===== src/rtl/if_pc_fetch.sv =====
// Instruction-fetch stage: PC register, req/ack fetch to instruction memory, single-entry IF/ID slot.
// Define IF_MISALIGN_CHECK_EN to trap on a misaligned PC instead of forcing word alignment.
module if_pc_fetch #(
  parameter int                  PC_WIDTH    = 9,
  parameter int                  INSTR_WIDTH = 32,
  parameter logic [PC_WIDTH-1:0] RESET_PC    = '0
) (
  input  logic                   clk,
  input  logic                   reset,
  input  logic [PC_WIDTH-1:0]    pc_next_i,
  input  logic                   redirect_i,
  output logic [PC_WIDTH-1:0]    pc_plus4_o,
  output logic                   imem_req_o,
  output logic [PC_WIDTH-1:0]    imem_addr_o,
  input  logic                   imem_ack_i,
  input  logic [INSTR_WIDTH-1:0] imem_rdata_i,
  output logic                   ifid_valid_o,
  output logic [PC_WIDTH-1:0]    ifid_pc_o,
  output logic [INSTR_WIDTH-1:0] ifid_instr_o,
`ifdef IF_MISALIGN_CHECK_EN
  output logic                   misalign_o,
`endif
  input  logic                   ifid_ready_i
);

`ifdef IF_MISALIGN_CHECK_EN
  typedef enum logic [1:0] {S_IDLE, S_WAIT_ACK, S_DROP, S_TRAP} state_t;
`else
  typedef enum logic [1:0] {S_IDLE, S_WAIT_ACK, S_DROP} state_t;
`endif

  state_t                 state_q, state_d;
  logic [PC_WIDTH-1:0]    pc_q, pc_d;
  logic                   req_q, req_d;
  logic                   valid_q, valid_d;
  logic [PC_WIDTH-1:0]    slot_pc_q, slot_pc_d;
  logic [INSTR_WIDTH-1:0] slot_instr_q, slot_instr_d;
  logic                   slot_free;
`ifdef IF_MISALIGN_CHECK_EN
  logic                   misalign_q, misalign_d;
`endif

  function automatic logic [PC_WIDTH-1:0] load_pc(input logic [PC_WIDTH-1:0] a);
`ifdef IF_MISALIGN_CHECK_EN
    return a;
`else
    return a & ~PC_WIDTH'(3);
`endif
  endfunction

  assign pc_plus4_o   = pc_q + PC_WIDTH'(4);
  assign imem_addr_o  = pc_q;
  assign imem_req_o   = req_q;
  assign ifid_valid_o = valid_q;
  assign ifid_pc_o    = slot_pc_q;
  assign ifid_instr_o = slot_instr_q;
`ifdef IF_MISALIGN_CHECK_EN
  assign misalign_o   = misalign_q;
`endif

  // A fetch may only be issued when the slot will be empty by the time its ack lands.
  assign slot_free = !valid_q || ifid_ready_i;

  always_comb begin
    state_d      = state_q;
    pc_d         = pc_q;
    req_d        = req_q;
    valid_d      = valid_q;
    slot_pc_d    = slot_pc_q;
    slot_instr_d = slot_instr_q;
`ifdef IF_MISALIGN_CHECK_EN
    misalign_d   = misalign_q;
`endif

    if (valid_q && ifid_ready_i) begin
      valid_d = 1'b0;
    end

    case (state_q)
      S_IDLE: begin
        // A redirect here suppresses issue so the stale PC is never fetched.
        if (redirect_i) begin
          pc_d = load_pc(pc_next_i);
        end
`ifdef IF_MISALIGN_CHECK_EN
        else if (pc_q[1:0] != 2'b00) begin
          state_d    = S_TRAP;
          misalign_d = 1'b1;
        end
`endif
        else if (slot_free) begin
          req_d   = 1'b1;
          state_d = S_WAIT_ACK;
        end
      end
      S_WAIT_ACK: begin
        if (redirect_i) begin
          pc_d    = load_pc(pc_next_i);
          req_d   = 1'b0;
          state_d = imem_ack_i ? S_IDLE : S_DROP;
        end else if (imem_ack_i) begin
          valid_d      = 1'b1;
          slot_pc_d    = pc_q;
          slot_instr_d = imem_rdata_i;
          pc_d         = load_pc(pc_next_i);
          req_d        = 1'b0;
          state_d      = S_IDLE;
        end
      end
      S_DROP: begin
        if (redirect_i) begin
          pc_d = load_pc(pc_next_i);
        end
        if (imem_ack_i) begin
          state_d = S_IDLE;
        end
      end
`ifdef IF_MISALIGN_CHECK_EN
      S_TRAP: begin
        if (redirect_i) begin
          pc_d       = load_pc(pc_next_i);
          misalign_d = 1'b0;
          state_d    = S_IDLE;
        end
      end
`endif
      default: begin
        state_d = S_IDLE;
        req_d   = 1'b0;
      end
    endcase

    // Redirect flushes the slot, overriding both drain and fill.
    if (redirect_i) begin
      valid_d = 1'b0;
    end
  end

  always_ff @(posedge clk or posedge reset) begin
    if (reset) begin
      state_q      <= S_IDLE;
      pc_q         <= RESET_PC;
      req_q        <= 1'b0;
      valid_q      <= 1'b0;
      slot_pc_q    <= '0;
      slot_instr_q <= '0;
`ifdef IF_MISALIGN_CHECK_EN
      misalign_q   <= 1'b0;
`endif
    end else begin
      state_q      <= state_d;
      pc_q         <= pc_d;
      req_q        <= req_d;
      valid_q      <= valid_d;
      slot_pc_q    <= slot_pc_d;
      slot_instr_q <= slot_instr_d;
`ifdef IF_MISALIGN_CHECK_EN
      misalign_q   <= misalign_d;
`endif
    end
  end

endmodule

===== config.mk =====
export PLATFORM = sky130hd
export DESIGN_NAME = if_pc_fetch
export DESIGN_NICKNAME = d
export VERILOG_FILES = /design/src/rtl/if_pc_fetch.sv
export SDC_FILE = /design/constraint.sdc
export NUM_CORES = 1
export LEC_CHECK = 0
export CAP_MARGIN = 25
export CORE_MARGIN = 3
export CORE_UTILIZATION = 37
export DETAILED_ROUTE_END_ITERATION = 6
export GPL_TIMING_DRIVEN = 0
export PLACE_DENSITY = 0.78
export SLEW_MARGIN = 40
export SYNTH_ARGS = -nofsm -noshare
export SYNTH_HDL_FRONTEND = slang
export SYNTH_SLANG_ARGS = --single-unit

===== constraint.sdc =====
create_clock -name clk -period 1.5 [get_ports clk]
set_clock_uncertainty 0.1 [all_clocks]
set_input_delay 0.225 -clock clk [delete_from_list [all_inputs] [get_ports clk]]
set_output_delay 0.225 -clock clk [all_outputs]
set_load 0.01 [all_outputs]

### Yosys cells after proc, flatten, opt, wreduce, memory -nomap -nowiden

Cells that the tools add are included.
Widths: inputs -> output; s select.

| storage, ports and cells | value |
|---|---|
| flip-flop bits (word level) | 54 |
| input port bits | 46 |
| output and inout bits | 61 |

| cells by class | value |
|---|---|
| add/subtract/negate cells | 1 |
| equal/unequal tests | 6 |
| mux-type cells | 19 |
| bitwise logic cells | 2 |
| reductions and logical operators | 10 |

Operators by type and width:

| kind | number |
|---|---|
| $mux 9 | 3 |
| $pmux 9 s2 | 1 |
| $mux 2 | 5 |
| $add 9x3->9 const B | 1 |
| $mux 1 | 8 |
| $pmux 2 s3 | 1 |
| $reduce_and 3->1 | 2 |
| $ne 2x2->1 const B | 2 |
| $reduce_and 4->1 | 1 |
| $ne 3x3->1 const B | 1 |
| $pmux 1 s3 | 1 |
| $eq 2x1->1 const B | 1 |
| $eq 2x2->1 const B | 1 |
| $logic_not 2->1 | 1 |
| $ne 2x1->1 const B | 1 |
| $not 1->1 | 2 |
| $reduce_and 2->1 | 1 |
| $reduce_bool 2->1 | 1 |
| $reduce_or 2->1 | 1 |
| $logic_and 1x1->1 | 1 |
| $logic_not 1->1 | 1 |
| $logic_or 1x1->1 | 1 |

### Logic depth before layout (Yosys ltp)

Gate-level depths: netlist of the first run.

| logic depth | value |
|---|---|
| depth in word-level cells | 5 |
| mapped depth | 5 |
| depth with buffers taken out | 4 |

### Least setup slack after synthesis of the first run

No wires, ideal clock.

| path | value |
|---|---|
| path type | register -> register |
| from | register state_q[1] |
| to | register slot_instr_q[0], in the netlist ifid_instr_o[0] |
| library setup time | 0.125 ns |
| arrival | 1.283 ns |
| setup slack | -0.008 ns |
| stages on the path, launching flop included | 6 |
| period minus slack after synthesis | 1.508 ns |
| path through | dfrtp_1 > nor2_2 > and3_4 > buf_6 > buf_12 > mux2_4 |

| between the ends | value |
|---|---|
| longest elaborated chain between the ends | 2 |

Ends and longest elaborated chain:

| item | line | source |
|---|---|---|
| start, declared | 32 | `state_t state_q, state_d;` |
| start signal, assigned | 151 | `state_q <= state_d;` |
| $eq 2x1->1 | 79 | `case (state_q)` |
| $reduce_and 3->1 (no source line) | n/a |  |
| end signal, assigned | 156 | `slot_instr_q <= slot_instr_d;` |
| end, declared | 37 | `logic [INSTR_WIDTH-1:0] slot_instr_q, slot_instr_d;` |

Every way passes these cells.
A chain may end at the register's enable or synchronous reset.

### Worst setup path in the final report of the first run

| path | value |
|---|---|
| from | register pc_q[2], in the netlist imem_addr_o[2] |
| to | output pc_plus4_o[8] |

| between the ends | value |
|---|---|
| longest elaborated chain between the ends | 1 |

Ends and longest elaborated chain:

| item | line | source |
|---|---|---|
| start, declared | 33 | `logic [PC_WIDTH-1:0] pc_q, pc_d;` |
| start signal, assigned | 152 | `pc_q <= pc_d;` |
| $add 9x3->9 | 51 | `assign pc_plus4_o = pc_q + PC_WIDTH'(4);` |
| end, declared | 12 | `output logic [PC_WIDTH-1:0] pc_plus4_o,` |

Every way passes these cells.

==> results.toml, run 1 <==
[outcome]
status = "complete, but fails checks"
violations = "setup timing"

[layout]
fillers = 444
drive_gt1_frac = 0.4327
diodes = 0
nNetsFinal = 321
finalInstanceArea_mm2 = 0.003781
synthToLayoutAreaGrowth_pct = 68.26

[floorplanning]
die_h_um = 83.93
core_area_mm2 = 0.005675
initial_core_util = 0.3959
die_w_um = 83.93
die_area_mm2 = 0.007044
num_rows = 27
ios = 107

[clock_tree]
cts_buffer_depth = 2
clk_pin_slew_ps = 90
cts_max_level = 2
clk_latency_ps = 290
cts_tree = "yes"
root_buffer = "clkbuf_8"
cts_inserted_buffers = 5
cts.sinks = 50

[sta]
hold_violations = 0
finalSetupViolCount = 31
fmax_mhz = 601.1
fin_ws_ps = -163.6
fin_crit_ps = 1664
drv_slew = 0
period_share = 1.109
rsz0062_at_grt = "yes"
hold_slack_ps = 112.6

[critical_path]
criticalPathCategory = "reg -> out"
required_ps = 1170
cp_max_fo = 2
cp-start-kind = "flip-flop"
cp.arrival_ps = 1340
end_kind = "output pin"

[synth]
yosys_register_bits = 50
synth_common_cells = "50 x dfrtp_1, 39 x mux2_4, 8 x mux2_2"
ys_warn_count = 0
synth_most_common_cell = "dfrtp_1"
syn-cell-area_mm2 = 0.002247
synth-async-reset-ratio = 1.000
ys.flop_type = "dfrtp_1"
synth_top_cell_by_area = "dfrtp_1"
synth.area.top_cells = "dfrtp_1 56%, mux2_4 26%, mux2_2 4.0%"
synth_edf_count = 0
avgSynthCellArea_um2 = 16.40
post_synth_num_cell_types = 25
yosysTopAreaCellShare = 0.5568
syn_inst = 137
yosysSeqAreaShare = 0.5568

[detailed_routing]
postRouteAntennaNets = 0
vias_per_cell = 4.429
wl_per_cell_um = 15.37
drtIter0Drc = 44
drt_wl_total_um = 5334
dr.pass1.iters = 4
vias = 1537
post-route-drc-count = 0

[place]
dpl-instance-area_mm2 = 0.003388
dpl.hpwl_um = 3669
dp_slack_ps = -532.3
portBuffers = 98
place_congestion = 0.7564

[grt]
antenna_found_initial = 0
grt_first_pass_wirelength_um = 8880
grt_pass1_vias = 1723
grt_usage = 0.1584
grt_start_max_net_pins = 25
overflow = 0

[worst_hold_path]
hold_class = "in -> async"

[power_and_ir_drop]
ir_drop_mv = 0.5417
power.density_mw_per_mm2 = 1188
p_leak_nw = 1.760

[run]
maxCapViolCount = 0
-- report_power, final --
| part | leakage, nW | internal (mW) | switching (mW) | total, mW |
|---|---|---|---|---|
| sequential | 0.591 | 1.71 | 0.217 | 1.93 |
| clock | 0.0472 | 0.371 | 0.430 | 0.801 |
| combinational | 1.12 | 1.12 | 0.638 | 1.76 |
| total | 1.76 | 3.21 | 1.28 | 4.49 |
-- registers in the layout, indices dropped and copies added, names as in the netlist --
name	count
imem_req_o	1
state_q	2
ifid_instr_o	32
ifid_valid_o	1
imem_addr_o	7
ifid_pc_o	7
-- final cells by class --
type | instances | area [um2] | area share
Timing Repair Buffer | 127 | 1281 | 0.3388
Inverter | 2 | 11.26 | 0.002978
Multi-Input combinational cell | 78 | 919.6 | 0.2432
Sequential cell | 50 | 1259 | 0.3329
Clock buffer | 6 | 82.58 | 0.02184
Buffer | 10 | 125.1 | 0.03309
Clock inverter | 2 | 12.51 | 0.003309
Tap cell | 72 | 90.09 | 0.02383
-- path summary, 6_finish.rpt --
check	start	endpoint	slack (ps)	cells after the start
max in group asynchronous	reset	imem_addr_o[6]	820	3
min in group clk	redirect_i	ifid_valid_o	250	2
worst max register to register	state_q[1]	ifid_instr_o[10]	-90	6
worst min-delay path	reset	ifid_instr_o[20]	110	2
worst min register to register	ifid_pc_o[4]	ifid_pc_o[4]	410	1
worst max-delay path	imem_addr_o[2]	pc_plus4_o[8]	-160	5
-- what timing repair did --
action                                  CTS  global route
pin swaps                                 6             4
cloned                                    4             0
gates resized for setup                 107             7
hold buffers                              0             0
setup buffers                            21             6
endpoints found under the setup margin  101            51
-- logic make-up after synthesis --
logic type / count (synthesis) / synth area share
other cells: 1 / 0.001669
mux: 47 / 0.3007
fa+ha+maj: 1 / 0.005567
compound gates: 6 / 0.01782
flops: 50 / 0.5568
xor+xnor: 5 / 0.01949
simple gates: 13 / 0.03174
buf+inv: 14 / 0.06626
-- stage by stage --
step	power (mW)	util	cells	TNS (ps)
floorplan	2.783	-	142	0
global placement	3.781	0.5886	312	-23990
detailed placement	3.835	0.5970	314	-20560
CTS	4.527	0.6642	345	-3802
global route	4.773	0.6662	347	-4748
finish	4.492	0.6662	347	-2679
-- layout by cell type, fill, tap and decap left out --
cell type,n
a2111oi_0,1
a21oi_1,2
a21oi_4,1
and3_4,2
buf_12,11
buf_16,3
buf_2,7
buf_4,19
buf_6,7
buf_8,1
clkbuf_8,6
clkdlybuf4s50_1,42
clkinv_2,1
clkinvlp_4,2
conb_1,6
dfrtp_1,44
dfrtp_2,6
dlygate4sd2_1,47
ha_4,1
inv_2,1
mux2_2,7
mux2_4,40
nand2_1,2
nand2b_1,1
nand3_1,1
nand3_2,1
nand3_4,1
nand3b_1,1
nor2_1,2
nor2_2,1
nor2_4,1
o21ai_0,1
o21bai_1,1
xnor2_1,3
xor2_1,2
-- routing by layer --
layer  GRT usage  part of all wire
met5           0                 0
met4     0.03363            0.0049
met2      0.2646              0.49
met3     0.04936             0.073
met1      0.2021              0.44
-- worst max-delay path, stage by stage, from the launching register on --
cell and delay [ps]:
dfrtp_2 450, ha_4 180, nand3_4 90, nor2_4 40, xor2_1 140, buf_2 150
No activity file was read; power rests on OpenSTA's default activity.
==> inputs of run 2 (changes only) <==
--- a/config.mk
+++ b/config.mk
@@ -9,7 +9,6 @@
 export CORE_MARGIN = 3
 export CORE_UTILIZATION = 37
 export DETAILED_ROUTE_END_ITERATION = 6
-export GPL_TIMING_DRIVEN = 0
 export PLACE_DENSITY = 0.78
 export SLEW_MARGIN = 40
 export SYNTH_ARGS = -nofsm -noshare
==> constraint.sdc (replaced) <==
create_clock -name clk -period 1.5 [get_ports clk]
set_clock_uncertainty 0.1 [all_clocks]
set_input_delay 0.225 -clock clk [delete_from_list [all_inputs] [get_ports clk]]
set_output_delay 0.225 -clock clk [all_outputs]
set_load 0.1 [all_outputs]
==> run 2 against run 1 <==
Against the previous run:
- the flow still finishes with violations (setup timing)
- critical endpoint unchanged
- global-route usage rose by 1.6 points
- worst hold slack improved by 5.8 ps
- critical path type unchanged
- highest routed layer unchanged
- final cell count fell by 3.7%
- count of clock-buffer cells in the layout did not move
==> results.toml, run 2 (same netlist as run 1, synthesis figures left out) <==
[floorplanning]
ios = 107
initial_core_util = 0.3959
core_area_mm2 = 0.005675
num_rows = 27
die_h_um = 83.93
die_area_mm2 = 0.007044
die_w_um = 83.93

[grt]
overflow = 0
antenna_found_initial = 0
grt_pass1_vias = 1716
grt_start_max_net_pins = 32
grt_first_pass_wirelength_um = 9439
grt_usage = 0.1746

[critical_path]
max_stage_delay_ps = 420
cp-start-kind = "flip-flop"
cp_cell_sequence = "ha_4 > nand3_4 > nor2_4 > xor2_4 > buf_12"
cp.arrival_ps = 1490
r2r_cells = 4
r2r_slack_ps = 10
reg2reg_to = "ifid_instr_o[0]"
end_kind = "output pin"
cp_max_fo = 3
cp_slowest_cell = "dfrtp_2"
r2r-start = "state_q[1]"
required_ps = 1170
criticalPathCategory = "reg -> out"

[sta]
fin_ws_ps = -311.5
drv_slew = 0
fin_crit_ps = 1812
fmax_mhz = 552.0
period_share = 1.208
finalSetupViolCount = 7
hold_violations = 0
rsz0062_at_grt = "yes"

[layout]
layout_commonest_cell = "buf_12"
diodes = 0
post-route-util = 0.7513
nNetsFinal = 308
largest_reg_flops = 32
layout_common_cells = "59 x buf_12, 43 x dfrtp_1, 42 x clkdlybuf4s50_1, 39 x mux2_4, 17 x buf_4"
finalInstanceArea_mm2 = 0.004264
finalNonFillerCells = 334
synthToLayoutAreaGrowth_pct = 89.76
drive_gt1_frac = 0.5992

[power_and_ir_drop]
p_leak_nw = 1.886
ir_drop_mv = 1.518
power.density_mw_per_mm2 = 2083

[place]
place_congestion = 0.7104
portBuffers = 98
dpl-instance-area_mm2 = 0.004101
dp.cells = 323
dpl.hpwl_um = 4821
dp_slack_ps = -396.5

[worst_hold_path]
hold_class = "in -> async"

[run]
maxCapViolCount = 0

[clock_tree]
root_buffer = "clkbuf_8"
cts_max_level = 2
cts_inserted_buffers = 5
cts.sinks = 50
clk_latency_ps = 300
cts_tree = "yes"
cts_buffer_depth = 2
clk_pin_slew_ps = 90

[detailed_routing]
vias = 1575
drt_wl_total_um = 6195
post-route-drc-count = 0
wl_per_cell_um = 18.55
dr.pass1.iters = 4
vias_per_cell = 4.716
postRouteAntennaNets = 0
drtIter0Drc = 26

[outcome]
status = "complete, but fails checks"
violations = "setup timing"
run 2: cell count changes in the layout (fill, tap and decap cells not counted), sizes merged:
cell and change:
dlygate4sd2 -46, buf +33, bufinv +1, clkinv -1
run 2: worst max-delay path: cells and delay by family, from the launching register on:
family / cells / cell delay, ps
XOR/XNOR: 1 / 170
AND/OR/NAND/NOR: 2 / 230
flip-flops: 1 / 420
adder cells (fa/ha/maj): 1 / 160
buffers and inverters: 1 / 190
run 2: worst max path at each step:
stage	cells past startpoint	start	to
finish	5	imem_addr_o[3]	pc_plus4_o[8]
global route	5	imem_addr_o[3]	pc_plus4_o[8]
CTS	5	imem_addr_o[2]	pc_plus4_o[6]
detailed placement	5	redirect_i	ifid_instr_o[0]
global placement	5	redirect_i	ifid_instr_o[15]
floorplan	2	imem_addr_o[2]	pc_plus4_o[4]
run 2: cell type report:
class / instances / area, um2
inverter: 2 / 11.26
tap: 72 / 90.09
sequential: 50 / 1260
fill: 331 / 1411
multi-input combinational: 78 / 998.5
clock buffer: 6 / 72.57
clock inverter: 2 / 37.54
timing repair buffer: 124 / 1794
run 2: power by group:
group | switching [mW] | leakage [nW] | internal, mW
Clock | 0.445 | 0.0514 | 0.498
Sequential | 0.439 | 0.589 | 1.71
Combinational | 3.56 | 1.24 | 2.23
run 2: repair_timing:
action,4_1_cts,5_1_grt
buffers inserted,3,1
gates resized for setup,3,6
hold buffers,0,0
pin swaps,2,1
gates cloned,0,0
endpoints found under the setup margin,46,10
run 2: layer usage:
metal	GRT usage	routed length [um]	vias to the layer above	share of wire
met5	0	0	-	0
met4	0.05263	135	0	0.022
met3	0.02962	286	10	0.046
met2	0.3210	3352	75	0.54
met1	0.2065	2421	789	0.39
li1	-	-	701	-
run 2: stage by stage:
step	TNS, ps	hold slack, ps	total power, mW
6_report	-1479	118.4	8.884
5_1_grt	-1851	151.4	9.098
4_1_cts	-1515	119.5	8.912
3_5_place_dp	-15960	443.4	7.945
3_3_place_gp	-13810	432.7	7.865
2_1_floorplan	-3066	167.1	5.685
